**config.mk**
```make
export PLATFORM = sky130hd
export DESIGN_NAME = mul4_fitness_sched_flat
export DESIGN_NICKNAME = d
export VERILOG_FILES = /design/src/rtl/mul4_fitness_sched_if.sv /design/src/rtl/mul4_fitness_sched.sv /design/src/flat_wrapper.sv
export SDC_FILE = /design/constraint.sdc
export NUM_CORES = 1
export LEC_CHECK = 0
export CAP_MARGIN = 20
export CORE_MARGIN = 1.5
export CORE_UTILIZATION = 48
export DETAILED_ROUTE_END_ITERATION = 8
export GPL_TIMING_DRIVEN = 0
export PLACE_DENSITY = 0.8
export SLEW_MARGIN = 10
export SYNTH_ARGS = -nofsm -noshare
export SYNTH_HDL_FRONTEND = slang
export SYNTH_SLANG_ARGS = --single-unit
```
**constraint.sdc**
```tcl
create_clock -name clk -period 8.3 [get_ports clk]
set_input_delay 1.66 -clock clk [delete_from_list [all_inputs] [get_ports clk]]
set_output_delay 1.66 -clock clk [all_outputs]
set_load 0.02 [all_outputs]
```
**src/rtl/mul4_fitness_sched_if.sv**
```systemverilog
// Bundle between the fitness scheduler, the worker pool
// and the shared 2x2 multiplier candidate datapath.
interface mul4_fitness_sched_if #(
  parameter int NREQ = 2
);
  localparam int IW = (NREQ > 1) ? $clog2(NREQ) : 1;

  logic [NREQ-1:0] req;
  logic [NREQ-1:0] gnt;
  logic [IW-1:0]   cand_sel;
  logic [15:0]     a1;
  logic [15:0]     a0;
  logic [15:0]     b1;
  logic [15:0]     b0;
  logic [15:0]     y3;
  logic [15:0]     y2;
  logic [15:0]     y1;
  logic [15:0]     y0;
  logic            busy;
  logic            done;
  logic [IW-1:0]   done_id;
  logic [6:0]      fitness;
  logic            perfect;

  modport master (
    input  req,
    input  y3,
    input  y2,
    input  y1,
    input  y0,
    output gnt,
    output cand_sel,
    output a1,
    output a0,
    output b1,
    output b0,
    output busy,
    output done,
    output done_id,
    output fitness,
    output perfect
  );

  modport slave (
    output req,
    output y3,
    output y2,
    output y1,
    output y0,
    input  gnt,
    input  cand_sel,
    input  a1,
    input  a0,
    input  b1,
    input  b0,
    input  busy,
    input  done,
    input  done_id,
    input  fitness,
    input  perfect
  );
endinterface

```
**src/rtl/mul4_fitness_sched.sv**
```systemverilog
// Round-robin scheduler scoring a shared bit-sliced 2x2
// multiplier candidate against the exhaustive golden product.
module mul4_fitness_sched #(
  parameter int NREQ   = 2,
  parameter int SETTLE = 1
) (
  input logic clk,
  input logic rst_n,
  mul4_fitness_sched_if.master bus
);

  localparam int IW = (NREQ > 1) ? $clog2(NREQ) : 1;

  localparam logic [15:0] OA0 = 16'hAAAA;
  localparam logic [15:0] OA1 = 16'hCCCC;
  localparam logic [15:0] OB0 = 16'hF0F0;
  localparam logic [15:0] OB1 = 16'hFF00;

  localparam logic [15:0] G0 = 16'hA0A0;
  localparam logic [15:0] G1 = 16'h6AC0;
  localparam logic [15:0] G2 = 16'h4C00;
  localparam logic [15:0] G3 = 16'h8000;

  localparam logic [3:0]    SLAST = 4'(SETTLE - 1);
  localparam logic [IW:0]   NR    = (IW+1)'(NREQ);
  localparam logic [IW-1:0] LAST  = IW'(NREQ - 1);

  typedef enum logic [2:0] {
    IDLE,
    DRIVE,
    CAPTURE,
    CMP0,
    CMP1,
    CMP2,
    CMP3,
    DONE
  } state_t;

  state_t state;
  state_t nstate;

  logic [IW-1:0] ptr;
  logic [IW-1:0] gidx;
  logic [IW-1:0] pick;
  logic          found;
  logic [IW:0]   rsum;

  logic [3:0]  scnt;
  logic [15:0] sh0;
  logic [15:0] sh1;
  logic [15:0] sh2;
  logic [15:0] sh3;

  logic [15:0] cw;
  logic [15:0] gw;
  logic [15:0] match;
  logic [4:0]  pc;
  logic [6:0]  acc;
  logic [6:0]  acc_nx;
  logic        cmp;
  logic        drive;

  logic [6:0]    fit_q;
  logic          perf_q;
  logic [IW-1:0] did_q;

  // first requester at or after ptr, wrapping at NREQ
  always_comb begin
    found = 1'b0;
    pick  = '0;
    rsum  = '0;
    for (int k = 0; k < NREQ; k++) begin
      rsum = {1'b0, ptr} + (IW+1)'(k);
      if (rsum >= NR) begin
        rsum = rsum - NR;
      end
      if (!found && bus.req[rsum]) begin
        found = 1'b1;
        pick  = rsum[IW-1:0];
      end
    end
  end

  always_ff @(posedge clk or negedge rst_n) begin
    if (!rst_n) begin
      state <= IDLE;
    end else begin
      state <= nstate;
    end
  end

  always_comb begin
    nstate = state;
    drive  = 1'b0;
    cmp    = 1'b0;
    unique case (state)
      IDLE: begin
        if (found) begin
          nstate = DRIVE;
        end
      end
      DRIVE: begin
        drive = 1'b1;
        if (scnt == SLAST) begin
          nstate = CAPTURE;
        end
      end
      CAPTURE: begin
        drive  = 1'b1;
        nstate = CMP0;
      end
      CMP0: begin
        cmp    = 1'b1;
        nstate = CMP1;
      end
      CMP1: begin
        cmp    = 1'b1;
        nstate = CMP2;
      end
      CMP2: begin
        cmp    = 1'b1;
        nstate = CMP3;
      end
      CMP3: begin
        cmp    = 1'b1;
        nstate = DONE;
      end
      DONE: begin
        nstate = IDLE;
      end
      default: begin
        nstate = IDLE;
      end
    endcase
  end

  // one popcount shared by the four compare cycles
  always_comb begin
    cw = sh0;
    gw = G0;
    unique case (1'b1)
      (state == CMP1): begin
        cw = sh1;
        gw = G1;
      end
      (state == CMP2): begin
        cw = sh2;
        gw = G2;
      end
      (state == CMP3): begin
        cw = sh3;
        gw = G3;
      end
      default: begin
        cw = sh0;
        gw = G0;
      end
    endcase
  end

  assign match = ~(cw ^ gw);

  always_comb begin
    pc = '0;
    for (int i = 0; i < 16; i++) begin
      pc = pc + {4'd0, match[i]};
    end
  end

  assign acc_nx = acc + {2'b00, pc};

  always_ff @(posedge clk or negedge rst_n) begin
    if (!rst_n) begin
      ptr    <= '0;
      gidx   <= '0;
      scnt   <= '0;
      sh0    <= '0;
      sh1    <= '0;
      sh2    <= '0;
      sh3    <= '0;
      acc    <= '0;
      fit_q  <= '0;
      perf_q <= 1'b0;
      did_q  <= '0;
    end else begin
      if (state == IDLE && found) begin
        gidx <= pick;
        scnt <= '0;
        acc  <= '0;
      end
      if (state == DRIVE) begin
        scnt <= scnt + 4'd1;
      end
      if (state == CAPTURE) begin
        sh0 <= bus.y0;
        sh1 <= bus.y1;
        sh2 <= bus.y2;
        sh3 <= bus.y3;
      end
      if (cmp) begin
        acc <= acc_nx;
      end
      if (state == CMP3) begin
        fit_q  <= acc_nx;
        perf_q <= (acc_nx == 7'd64);
        did_q  <= gidx;
      end
      if (state == DONE) begin
        ptr <= (gidx == LAST) ? '0 : gidx + IW'(1);
      end
    end
  end

  assign bus.busy = (state != IDLE);
  assign bus.done = (state == DONE);

  assign bus.gnt = bus.busy
                 ? (NREQ'(1) << gidx)
                 : '0;

  assign bus.cand_sel = gidx;

  assign bus.a0 = drive ? OA0 : '0;
  assign bus.a1 = drive ? OA1 : '0;
  assign bus.b0 = drive ? OB0 : '0;
  assign bus.b1 = drive ? OB1 : '0;

  assign bus.done_id = did_q;
  assign bus.fitness = fit_q;
  assign bus.perfect = perf_q;

endmodule

```
**src/flat_wrapper.sv**
```systemverilog
// flat-port wrapper written by rule: the top's interface ports become plain ports
module mul4_fitness_sched_flat 
#(
  parameter int NREQ   = 2,
  parameter int SETTLE = 1
)
  (clk, rst_n, bus_req, bus_y3, bus_y2, bus_y1, bus_y0, bus_gnt, bus_cand_sel, bus_a1, bus_a0, bus_b1, bus_b0, bus_busy, bus_done, bus_done_id, bus_fitness, bus_perfect);
  mul4_fitness_sched_if #(.NREQ(NREQ)) bus_i ();
  input logic clk;
  input logic rst_n;
  input wire logic [$bits(bus_i.req)-1:0] bus_req;
  input wire logic [$bits(bus_i.y3)-1:0] bus_y3;
  input wire logic [$bits(bus_i.y2)-1:0] bus_y2;
  input wire logic [$bits(bus_i.y1)-1:0] bus_y1;
  input wire logic [$bits(bus_i.y0)-1:0] bus_y0;
  output wire logic [$bits(bus_i.gnt)-1:0] bus_gnt;
  output wire logic [$bits(bus_i.cand_sel)-1:0] bus_cand_sel;
  output wire logic [$bits(bus_i.a1)-1:0] bus_a1;
  output wire logic [$bits(bus_i.a0)-1:0] bus_a0;
  output wire logic [$bits(bus_i.b1)-1:0] bus_b1;
  output wire logic [$bits(bus_i.b0)-1:0] bus_b0;
  output wire logic [$bits(bus_i.busy)-1:0] bus_busy;
  output wire logic [$bits(bus_i.done)-1:0] bus_done;
  output wire logic [$bits(bus_i.done_id)-1:0] bus_done_id;
  output wire logic [$bits(bus_i.fitness)-1:0] bus_fitness;
  output wire logic [$bits(bus_i.perfect)-1:0] bus_perfect;
  assign bus_i.req = bus_req;
  assign bus_i.y3 = bus_y3;
  assign bus_i.y2 = bus_y2;
  assign bus_i.y1 = bus_y1;
  assign bus_i.y0 = bus_y0;
  assign bus_gnt = bus_i.gnt;
  assign bus_cand_sel = bus_i.cand_sel;
  assign bus_a1 = bus_i.a1;
  assign bus_a0 = bus_i.a0;
  assign bus_b1 = bus_i.b1;
  assign bus_b0 = bus_i.b0;
  assign bus_busy = bus_i.busy;
  assign bus_done = bus_i.done;
  assign bus_done_id = bus_i.done_id;
  assign bus_fitness = bus_i.fitness;
  assign bus_perfect = bus_i.perfect;
  mul4_fitness_sched #(.NREQ(NREQ), .SETTLE(SETTLE)) u_core (.clk(clk), .rst_n(rst_n), .bus(bus_i));
endmodule
```
==> summary.md <==
| Metric | Value |
|---|---|
| Worst Tran Pin Value | 0.648 ns |
| Die Y-Extent | 106 µm |
| Post-CTS Setup Bufs | 0 |
| Sequential area share after synthesis | 43.6% |
| Post-Synth Simple-Gate Area | 6.73% |
| Synthesized area per cell | 11.2 µm² |
| # H-tree levels | 3 |
| Multiplexer share of the synthesized area | 14.9% |
| Initial antenna violation count | 0 |
| Setup CP Type | reg2reg |
| Post-synth EDFFs | 0 |
| Synth Area in XOR/XNOR | 1.20% |
| Via-to-Cell Ratio | 5.01 |
| CP max FO | 10 |
| Status | finished clean |
| DR iter-0 viols | 165 |
| GRT Util Overall | 21.2% |
| Ys flop type | dfrtp_1 |
| Io pins | 146 |
| Share of cells above drive strength 1 | 27.1% |
| Worst Path Arrival | 7.07 ns |
| Final setup vio count | 0 |
| Final Max Tran Viols | 0 |
| Startpoint Class | flip-flop |
| Post-route setup slack | 1.54 ns |
| R2R depth | 23 |
| Vias in the first global route | 3,784 |
| Most frequent cells in the layout | clkdlybuf4s50_1, dfrtp_1, buf_4 |
| Max clock buf depth | 2 |
| Grt total ovfl | 0 |
| Wire per inst | 15.0 µm |
| Yosys Warn Count | 0 |
| Crit path cell chain | inv_1, ha_1, and2_1, buf_2, buf_4, a22o_1, a221oi_1, ha_1, inv_1, fa_1, fa_1, fa_1, inv_1, fa_1, fa_1, inv_1, fa_1, inv_1, ha_1, a211oi_2, nor2_1, o311ai_1, mux2_2 |
| Final WL | 11,300 µm |
| Die X | 106 µm |
| Worst Setup End Kind | flip-flop |
| Tmin final | 6.76 ns |
| Max incr delay on CP | 0.60 ns |
| Largest net degree at the start of global routing | 46 |
| Antenna cells | 0 |
| Largest family of logic cells by synthesized area | multiplexers |
| DP HPWL | 8900 µm |
| Row cnt | 37 |
| Yosys cell types | 54 |
| Detailed Routing Iterations Pass 1 | 4 |
| RSZ-0062 raised after global routing | false |
| Cell family with most CP delay | adder cells |
| Setup WS pre-CTS | 1.60 ns |
| Commonest non-fill, non-tap cell in the layout | clkdlybuf4s50_1 |
| WP buf/inv | 7 |
| Die area | 11,300 µm² |
| CTS tree | yes |
| Layout Nets | 710 |
| Clock Latency Late Sink | 0.37 ns |
| CTS Buf Count | 9 |
| Min-delay worst type | reg2reg |
| Async set-reset flop share out of synthesis | 100% |
| Post-CTS Resized | 0 |
| Via count | 3,785 |
| DR DRC count | 0 |
| First-pass GRT wire length | 18,600 µm |
| Number of cells on the worst hold path | 2 |
| Maxcap violations | 0 |
| Clock slew at reported path FFs | 0.09 ns |
| Synth Area in Compound Gates | 11.8% |
| Port-buffer cells | 113 |
| Core ar. | 10,300 µm² |
| Cell with the largest stage delay on the worst path | o311ai_1 |
| Final cycle utilization of the critical path | 81.5% |
| Initial Util | 49.5% |
| Max_slew headroom | 56.2% |
| FMAX | 148 MHz |
| DRT antenna net count | 0 |
| #FFs+latches synth | 89 |
| Hold buffer count at cts | 0 |
| Placer Congestion | 0.810 |
| Crit. path cell count | 23 |
| Crit-path most repeated cell | fa_1 |
| Area after DPL | 6570 µm² |
| Clock skew | 0.0132 ns |
| Cell Area, Synth | 5110 µm² |
| WP data required | 8.60 ns |
| Cells after Synth | 457 |
| Synth area leader | dfrtp_1 |
| Synth Area in Adders | 8.47% |
| Synth top area share | 43.6% |
| Cell area after layout | 6800 µm² |
| Setup_tns | 0 ns |
| Hold Vio Cnt, Final | 0 |
| Synth-to-layout area growth | 33.0% |
| CTS root buffer | clkbuf_8 |
| Top post-synthesis cells by area | dfrtp_1, mux2_2, buf_4 |
| CTS sink cnt | 89 |
final timing paths:
path / startpoint / slack, ns / endpoint
max: u_core.state[0] / 1.54 / u_core.bus.fitness[5]
max in group asynchronous: rst_n / 6.37 / u_core.acc[3]
max reg2reg: u_core.state[0] / 1.54 / u_core.bus.fitness[5]
min in group asynchronous: rst_n / 1.29 / u_core.sh0[6]
min reg2reg: u_core.bus.fitness[0] / 0.48 / u_core.bus.fitness[0]
min: u_core.bus.fitness[0] / 0.48 / u_core.bus.fitness[0]
logic make-up after synthesis:
logic type	after synthesis
simple gates	71
fa+ha+maj	28
flops	89
mux	68
buf+inv	108
xor+xnor	7
compound gates	85
other cells	1
sequential cells by signal, summed over array words and instances, names as in the netlist:
signal / count
u_core.sh0: 16
u_core.sh3: 16
u_core.bus.done_id: 1
u_core.scnt: 4
u_core.ptr: 1
u_core.bus.cand_sel: 1
u_core.state: 3
u_core.bus.fitness: 7
u_core.bus.perfect: 1
u_core.sh2: 16
u_core.acc: 7
u_core.sh1: 16
synth_stat cells, types with 6 or more instances:
| cell type | n |
|---|---|
| nor2_1 | 7 |
| inv_1 | 25 |
| buf_2 | 13 |
| dfrtp_1 | 89 |
| a21oi_1 | 11 |
| ha_1 | 17 |
| o21ai_0 | 22 |
| mux2_2 | 59 |
| a22o_1 | 10 |
| nand2_1 | 31 |
| buf_4 | 68 |
| fa_1 | 11 |
| nand3_1 | 9 |
| mux2_1 | 6 |
per-stage QoR:
stage	hold WS [ns]	instances	util, %
floorplan	0.450	488	-
global placement	0.456	737	63.2
detailed placement	0.461	739	63.6
CTS	0.482	755	65.8
global route	0.522	755	65.8
finish	0.483	755	65.8
cell type report:
class                      count  area [µm²]
fill                         805        3530
multi-input combinational    291        2330
sequential                    89        2230
timing repair buffer         115        1160
buffer                        83         583
tap                          136         170
clock buffer                  10         138
clock inverter                 6        95.1
inverter                      25        93.8
tightest hold or removal path: stages, from the launching register on:
cell	delay [ns]
dfrtp_1	0.35
nand2_1	0.05
nand2_1	0.05
per-layer routing:
layer | wire, µm | global-route usage [%] | up-vias
met5 | 0 | 0 | -
met4 | 212 | 7.43 | 0
met2 | 5640 | 35.6 | 125
met1 | 4860 | 27.8 | 1831
li1 | - | - | 1808
met3 | 620 | 3.37 | 21
Power is not shown: default switching activity piles up to over one toggle a cycle in this logic, so the estimate is an artifact.
